### config.mk
export PLATFORM = sky130hd
export DESIGN_NAME = riscv_memarb
export DESIGN_NICKNAME = d
export VERILOG_FILES = /design/src/rtl/biu_constants_pkg.sv /design/src/rtl/rl_queue.sv /design/src/rtl/riscv_memarb.sv
export SDC_FILE = /design/constraint.sdc
export NUM_CORES = 1
export LEC_CHECK = 0
export CELL_PAD_IN_SITES_DETAIL_PLACEMENT = 1
export CELL_PAD_IN_SITES_GLOBAL_PLACEMENT = 1
export CORE_ASPECT_RATIO = 0.9
export CORE_MARGIN = 2
export CORE_UTILIZATION = 12
export CTS_BUF_LIST = sky130_fd_sc_hd__clkbuf_16
export CTS_CLUSTER_SIZE = 16
export DETAILED_ROUTE_END_ITERATION = 6
export PLACE_DENSITY_LB_ADDON = 0.1
export SYNTH_ARGS = -nofsm -noshare
export SYNTH_HDL_FRONTEND = slang
export SYNTH_SLANG_ARGS = --single-unit
### constraint.sdc
create_clock -name clk_i -period 1.9 [get_ports clk_i]
set_clock_uncertainty 0.1 [all_clocks]
set_input_delay 0.19 -clock clk_i [delete_from_list [all_inputs] [get_ports clk_i]]
set_output_delay 0.19 -clock clk_i [all_outputs]
set_load 0.01 [all_outputs]
### src/rtl/biu_constants_pkg.sv
// rtl/biu_constants_pkg.sv - shared BIU size encoding and owner tags
package biu_constants_pkg;

  typedef enum logic [2:0] {
    BYTE  = 3'd0,
    HWORD = 3'd1,
    WORD  = 3'd2,
    DWORD = 3'd3,
    QWORD = 3'd4
  } biu_size_t;

  localparam logic OWNER_IF = 1'b0;
  localparam logic OWNER_DM = 1'b1;

endpackage

### src/rtl/rl_queue.sv
// rtl/rl_queue.sv - small synchronous FIFO with count-based full/empty flags
module rl_queue #(
  parameter int DEPTH = 2,
  parameter int DBITS = 1
) (
  input  logic             rst_ni,
  input  logic             clk_i,
  input  logic             clr_i,
  input  logic             we_i,
  input  logic [DBITS-1:0] d_i,
  input  logic             re_i,
  output logic [DBITS-1:0] q_o,
  output logic             empty_o,
  output logic             full_o,
  output logic             almost_empty_o,
  output logic             almost_full_o
);

  localparam int AW = (DEPTH > 1) ? $clog2(DEPTH) : 1;
  localparam int CW = $clog2(DEPTH + 1);

  logic [DBITS-1:0] mem_q [DEPTH];
  logic [DBITS-1:0] mem_d [DEPTH];
  logic [AW-1:0]    wr_ptr_q, wr_ptr_d;
  logic [AW-1:0]    rd_ptr_q, rd_ptr_d;
  logic [CW-1:0]    cnt_q, cnt_d;
  logic             do_push, do_pop;

  function automatic logic [AW-1:0] ptr_inc(input logic [AW-1:0] p);
    if (p == AW'(DEPTH - 1)) return '0;
    else return p + 1'b1;
  endfunction

  assign empty_o        = (cnt_q == '0);
  assign full_o         = (cnt_q == CW'(DEPTH));
  assign almost_empty_o = (cnt_q <= CW'(1));
  assign almost_full_o  = (cnt_q >= CW'(DEPTH - 1));
  assign q_o            = mem_q[rd_ptr_q];

  // A pop frees a slot in the same cycle, so full accepts a push alongside a pop
  assign do_pop  = re_i & ~empty_o;
  assign do_push = we_i & (~full_o | do_pop);

  // Next pointers, occupancy and storage
  always_comb begin
    mem_d    = mem_q;
    wr_ptr_d = wr_ptr_q;
    rd_ptr_d = rd_ptr_q;
    cnt_d    = cnt_q;
    if (clr_i) begin
      wr_ptr_d = '0;
      rd_ptr_d = '0;
      cnt_d    = '0;
    end else begin
      if (do_push) begin
        mem_d[wr_ptr_q] = d_i;
        wr_ptr_d        = ptr_inc(wr_ptr_q);
      end
      if (do_pop) rd_ptr_d = ptr_inc(rd_ptr_q);
      case ({do_push, do_pop})
        2'b10:   cnt_d = cnt_q + 1'b1;
        2'b01:   cnt_d = cnt_q - 1'b1;
        default: cnt_d = cnt_q;
      endcase
    end
  end

  // State registers
  always_ff @(posedge clk_i or negedge rst_ni) begin
    if (!rst_ni) begin
      for (int i = 0; i < DEPTH; i++) mem_q[i] <= '0;
      wr_ptr_q <= '0;
      rd_ptr_q <= '0;
      cnt_q    <= '0;
    end else begin
      mem_q    <= mem_d;
      wr_ptr_q <= wr_ptr_d;
      rd_ptr_q <= rd_ptr_d;
      cnt_q    <= cnt_d;
    end
  end

endmodule

### src/rtl/riscv_memarb.sv
// rtl/riscv_memarb.sv - fetch/data arbiter onto a single BIU port with in-order response routing
module riscv_memarb
  import biu_constants_pkg::*;
#(
  parameter int XLEN  = 32,
  parameter int DEPTH = 2
) (
  input  logic            rst_ni,
  input  logic            clk_i,
  input  logic            clr_i,
  input  logic            if_req_i,
  input  logic [XLEN-1:0] if_adr_i,
  input  biu_size_t       if_size_i,
  output logic            if_stb_ack_o,
  output logic            if_d_ack_o,
  output logic            if_err_o,
  output logic [XLEN-1:0] if_q_o,
  input  logic            dm_req_i,
  input  logic            dm_we_i,
  input  logic            dm_lock_i,
  input  logic [XLEN-1:0] dm_adr_i,
  input  biu_size_t       dm_size_i,
  input  logic [XLEN-1:0] dm_d_i,
  output logic            dm_stb_ack_o,
  output logic            dm_d_ack_o,
  output logic            dm_err_o,
  output logic [XLEN-1:0] dm_q_o,
  output logic            biu_stb_o,
  input  logic            biu_stb_ack_i,
  output logic            biu_we_o,
  output logic            biu_lock_o,
  output logic [XLEN-1:0] biu_adr_o,
  output logic [XLEN-1:0] biu_d_o,
  output biu_size_t       biu_size_o,
  input  logic            biu_d_ack_i,
  input  logic            biu_err_i,
  input  logic [XLEN-1:0] biu_q_i
);

  typedef enum logic [1:0] {ARB_IDLE, ARB_IF, ARB_DM} arb_state_t;

  arb_state_t state_q, state_d;
  logic       lock_held_q, lock_held_d;
  logic       owner_full, owner_empty, owner_head;
  logic       beat, grant_owner;

  assign beat        = biu_stb_o & biu_stb_ack_i;
  assign grant_owner = (state_q == ARB_DM) ? OWNER_DM : OWNER_IF;

  // Strobe and request muxing from the currently granted port
  always_comb begin
    biu_stb_o  = 1'b0;
    biu_we_o   = 1'b0;
    biu_lock_o = 1'b0;
    biu_adr_o  = '0;
    biu_d_o    = '0;
    biu_size_o = BYTE;
    case (state_q)
      ARB_IF: begin
        biu_stb_o  = if_req_i & ~owner_full & ~clr_i;
        biu_adr_o  = if_adr_i;
        biu_size_o = if_size_i;
      end
      ARB_DM: begin
        biu_stb_o  = dm_req_i & ~owner_full & ~clr_i;
        biu_we_o   = dm_we_i;
        biu_lock_o = dm_lock_i;
        biu_adr_o  = dm_adr_i;
        biu_d_o    = dm_d_i;
        biu_size_o = dm_size_i;
      end
      default: ;
    endcase
  end

  assign if_stb_ack_o = beat & (state_q == ARB_IF);
  assign dm_stb_ack_o = beat & (state_q == ARB_DM);

  // Responses follow the head of the owner queue; stray acks on an empty queue vanish
  assign if_d_ack_o = biu_d_ack_i & ~owner_empty & (owner_head == OWNER_IF);
  assign dm_d_ack_o = biu_d_ack_i & ~owner_empty & (owner_head == OWNER_DM);
  assign if_err_o   = biu_err_i   & ~owner_empty & (owner_head == OWNER_IF);
  assign dm_err_o   = biu_err_i   & ~owner_empty & (owner_head == OWNER_DM);
  assign if_q_o     = biu_q_i;
  assign dm_q_o     = biu_q_i;

  // Grant selection: data wins from idle, grants alternate per beat, a lock pins data
  always_comb begin
    state_d     = state_q;
    lock_held_d = lock_held_q;
    if (clr_i) begin
      state_d     = ARB_IDLE;
      lock_held_d = 1'b0;
    end else begin
      if ((state_q == ARB_DM) && beat && dm_lock_i) lock_held_d = 1'b1;
      else if (lock_held_q && !dm_lock_i && owner_empty) lock_held_d = 1'b0;
      case (state_q)
        ARB_IDLE: begin
          if (dm_req_i)      state_d = ARB_DM;
          else if (if_req_i) state_d = ARB_IF;
        end
        ARB_IF: begin
          if (beat && dm_req_i) state_d = ARB_DM;
          else if (if_req_i)    state_d = ARB_IF;
          else if (dm_req_i)    state_d = ARB_DM;
          else                  state_d = ARB_IDLE;
        end
        ARB_DM: begin
          if (lock_held_d)           state_d = ARB_DM;
          else if (beat && if_req_i) state_d = ARB_IF;
          else if (dm_req_i)         state_d = ARB_DM;
          else if (if_req_i)         state_d = ARB_IF;
          else                       state_d = ARB_IDLE;
        end
        default: state_d = ARB_IDLE;
      endcase
    end
  end

  // Arbitration state registers
  always_ff @(posedge clk_i or negedge rst_ni) begin
    if (!rst_ni) begin
      state_q     <= ARB_IDLE;
      lock_held_q <= 1'b0;
    end else begin
      state_q     <= state_d;
      lock_held_q <= lock_held_d;
    end
  end

  // Flush leaves the owner queue intact so in-flight responses still find their owner
  rl_queue #(
    .DEPTH (DEPTH),
    .DBITS (1)
  ) u_owner_q (
    .rst_ni         (rst_ni),
    .clk_i          (clk_i),
    .clr_i          (1'b0),
    .we_i           (beat),
    .d_i            (grant_owner),
    .re_i           (biu_d_ack_i),
    .q_o            (owner_head),
    .empty_o        (owner_empty),
    .full_o         (owner_full),
    .almost_empty_o (),
    .almost_full_o  ()
  );

endmodule

==> flow_summary_export.csv <==
group,metric,value,unit
global_route,number_of_global_route_vias_before_repair,2639,
die,die_width,135,um
global_route,grt_first_pass_wirelength,14100,um
clock_network,cts_tree,"yes",
yosys,mappedNetlistNets,399,
clock_network,h_tree_levels,1,
yosys,ys.warnings.count,0,
timing,post-route-worst-setup-slack,-230,ps
yosys,synth.top_cells.by_area,"sky130_fd_sc_hd__buf_4 26%, sky130_fd_sc_hd__a22oi_1 14%, sky130_fd_sc_hd__and2_1 12%, sky130_fd_sc_hd__dfrtp_1 12%, sky130_fd_sc_hd__nor2b_1 12%",
global_route,pin_count_of_the_biggest_net_entering_global_routing,26,
layout,most_common_library_cell_in_the_layout_ignoring_fill_and_taps,"sky130_fd_sc_hd__clkdlybuf4s50_1",
placement,routabilityCongestion,0.674,
global_route,grt_usage,11.1,%
layout,area_growth_syn_to_layout,150,%
layout,share_of_cells_above_drive_strength_1,53.0,%
placement,pre_cts_ws,-307,ps
clock_network,clock-sinks,9,
global_route,grt_overflow_total,0,
clock_network,cts-buffers-inserted,3,
timing,final.hold.worst_slack,174,ps
yosys,yosys_register_bits,9,
die,die_area,16500,um^2
layout,antenna_fix_cells,0,
clock_network,worst_setup_hold_path_clk_slew,40,ps
timing,max_clock_freq,469,MHz
yosys,post_synth_num_cell_types,31,
pwr,max-vdd-ir-drop,0.000343,V
die,dieHeight,122,um
clock_network,cts_root_buf,"sky130_fd_sc_hd__clkbuf_16",
global_route,initial_antenna_violation_count,0,
pwr,power-per-cell-area,616,nW/um^2
setup_path,cp_data_required_time,1900,ps
placement,numPortBuffers,187,
die,effective_utilization_at_floorplan,12.1,%
die,placeable_core_region,15300,um^2
clock_network,ctsLongestPathBuffers,2,
timing,timing_worst_slew_pin_value,453,ps
setup_path,start_kind,"flip-flop",
layout,final-instance-count-excl-fill,632,
detailed_routing,detail_route.iter0.violations,38,
run,maxCapViolations,0,
yosys,synth_cells,250,
placement,placedInstanceArea,3710,um^2
detailed_routing,via_per_inst,3.83,
status,failed_checks,"setup timing",
pwr,power,2.86,mW
layout,n_fill_cell,1765,
detailed_routing,drt_pass1_iterations,4,
yosys,synth_top_area_share,26.3,%
yosys,synth_area_per_cell,7.42,um^2
timing,post-route-period-util,112,%
layout,ff_latch_area,225,um^2
detailed_routing,post-route-drc-count,0,
layout,multi_input_gate_area_in_the_final_layout,1450,um^2
placement,post_placement_cell_count,586,
layout,final_cell_mix,"114 x sky130_fd_sc_hd__clkdlybuf4s50_1, 51 x sky130_fd_sc_hd__buf_6, 42 x sky130_fd_sc_hd__buf_2, 35 x sky130_fd_sc_hd__a22oi_2, 35 x sky130_fd_sc_hd__nor2b_1",
status,outcome,"finished with violations",
yosys,synth_sequential_area_ratio,12.1,%
detailed_routing,wl_per_cell,15.7,um
yosys,netlist_area,1860,um^2
timing,rsz_0062_raised_after_global_routing,"yes",
clock_network,worst_skew_pair.late_latency,230,ps
setup_path,critical_path.endpoint_type,"flip-flop",
placement,dp_hpwl,6740,um
pwr,total_leakage_power,1.95,nW
setup_path,crit_path_kind,"flip-flop to flip-flop",
timing,finalSetupViolations,76,
timing,report.final.hold_viol_count,0,
die,rows,43,
setup_path,worstPathMaxFanout,5,
timing,maxSlewViolCount,0,
detailed_routing,vias,2420,
die,design.portCount,284,
timing,timing.slew.headroom,69.5,%
setup_path,critical_path_arrival,2130,ps
layout,final_nets,580,
layout,fin_area,4640,um^2
min_path,hold_class,"input pin to async pin",
detailed_routing,detail-route-antenna-nets,0,
detailed_routing,wirelength,9930,um
yosys,yosysTopAreaCell,"sky130_fd_sc_hd__buf_4",
timing,period_needed,2130,ps
clock_network,cts_hold_buffers,0,
==> logic make-up after synthesis <==
logic type	share of synthesized area, %
flops	12.1
buf+inv	30.9
simple gates	29.5
mux	2.90
fa+ha+maj	3.37
xor+xnor	2.36
compound gates	18.8
==> flip-flops by register name, indices dropped and copies added, names as in the netlist <==
name                count
u_owner_q.cnt_q         2
u_owner_q.wr_ptr_q      1
u_owner_q.rd_ptr_q      1
lock_held_q             1
state_q                 2
u_owner_q.mem_q         2
==> per-layer routing <==
layer  share of wire [%]  vias up  global-route usage [%]  wire (um)
met5                   0        -                       0          0
li1                    -     1140                       -          -
met4                 1.0        0                    2.15         99
met1                  38     1124                    12.1       3760
met3                 9.8       14                    3.87        973
met2                  51      142                    20.7       5100
==> power by group <==
part / total [mW] / switching (mW) / internal, mW
registers: 0.337 / 0.0738 / 0.263
logic: 2.16 / 0.819 / 1.34
clock network: 0.362 / 0.0874 / 0.275
==> what timing repair did <==
item,in CTS,in global routing
cloned,9,2
endpoints found under the setup margin,81,82
buffers inserted,28,17
pin swaps,19,21
resized for setup,389,65
hold endpoints to repair,0,0
==> metrics by stage <==
stage | TNS, ps | utilization [%]
after global routing | -13300 | 30.4
final | -7870 | 30.4
after CTS | -5760 | 29.3
after floorplan | -33.7 | -
after detailed placement | -14270 | 24.3
after global placement | -14560 | 24.3
==> final cells by class <==
cell class | count | area share [%]
multi-input combinational | 154 | 31.2
clock inverter | 1 | 0.0808
inverter | 7 | 0.620
timing repair buffer | 256 | 56.2
tap | 202 | 5.44
clock buffer | 3 | 1.62
sequential | 9 | 4.85
==> path summary, 6_finish.rpt <==
path                                    start                  to  slack, ps  depth (start not counted)
max reg2reg                        state_q[1]          state_q[1]       -230                         12
min in group clk_i                biu_q_i[30]          dm_q_o[30]        280                          0
max                                state_q[1]          state_q[1]       -230                         12
max in group asynchronous              rst_ni  u_owner_q.wr_ptr_q       1210                          1
min                                    rst_ni         lock_held_q        170                          1
min reg2reg                u_owner_q.rd_ptr_q  u_owner_q.rd_ptr_q        420                          1
==> Yosys cell counts <==
cell type	number
sky130_fd_sc_hd__buf_4	65
sky130_fd_sc_hd__and2_1	36
sky130_fd_sc_hd__a22oi_1	35
sky130_fd_sc_hd__nor2b_1	35
sky130_fd_sc_hd__clkbuf_1	13
sky130_fd_sc_hd__nor2_1	10
sky130_fd_sc_hd__dfrtp_1	9
sky130_fd_sc_hd__inv_1	7
sky130_fd_sc_hd__ha_1	5
sky130_fd_sc_hd__nand2_1	4
sky130_fd_sc_hd__xnor2_1	3
sky130_fd_sc_hd__a21oi_1	2
sky130_fd_sc_hd__and3_1	2
sky130_fd_sc_hd__buf_2	2
sky130_fd_sc_hd__mux2_1	2
sky130_fd_sc_hd__mux2i_1	2
sky130_fd_sc_hd__nand2b_1	2
sky130_fd_sc_hd__o21ai_0	2
sky130_fd_sc_hd__xor2_1	2
sky130_fd_sc_hd__a211oi_1	1
sky130_fd_sc_hd__a221o_1	1
sky130_fd_sc_hd__a31oi_1	1
sky130_fd_sc_hd__a41oi_1	1
sky130_fd_sc_hd__and2b_1	1
sky130_fd_sc_hd__and4b_1	1
sky130_fd_sc_hd__mux2_2	1
sky130_fd_sc_hd__nor4b_1	1
sky130_fd_sc_hd__o2111ai_1	1
sky130_fd_sc_hd__o21bai_1	1
sky130_fd_sc_hd__o221ai_1	1
sky130_fd_sc_hd__o31a_1	1
==> worst max-delay path: stages (launching register included) <==
cell	delay, ps
sky130_fd_sc_hd__dfrtp_1	410
sky130_fd_sc_hd__buf_6	130
sky130_fd_sc_hd__ha_4	170
sky130_fd_sc_hd__buf_12	130
sky130_fd_sc_hd__buf_8	120
sky130_fd_sc_hd__buf_16	130
sky130_fd_sc_hd__buf_8	130
sky130_fd_sc_hd__buf_4	140
sky130_fd_sc_hd__buf_6	120
sky130_fd_sc_hd__nor2_4	90
sky130_fd_sc_hd__o21bai_4	80
sky130_fd_sc_hd__a21oi_4	130
sky130_fd_sc_hd__o221ai_2	120
Note: power is estimated with default switching activity, not from simulation.
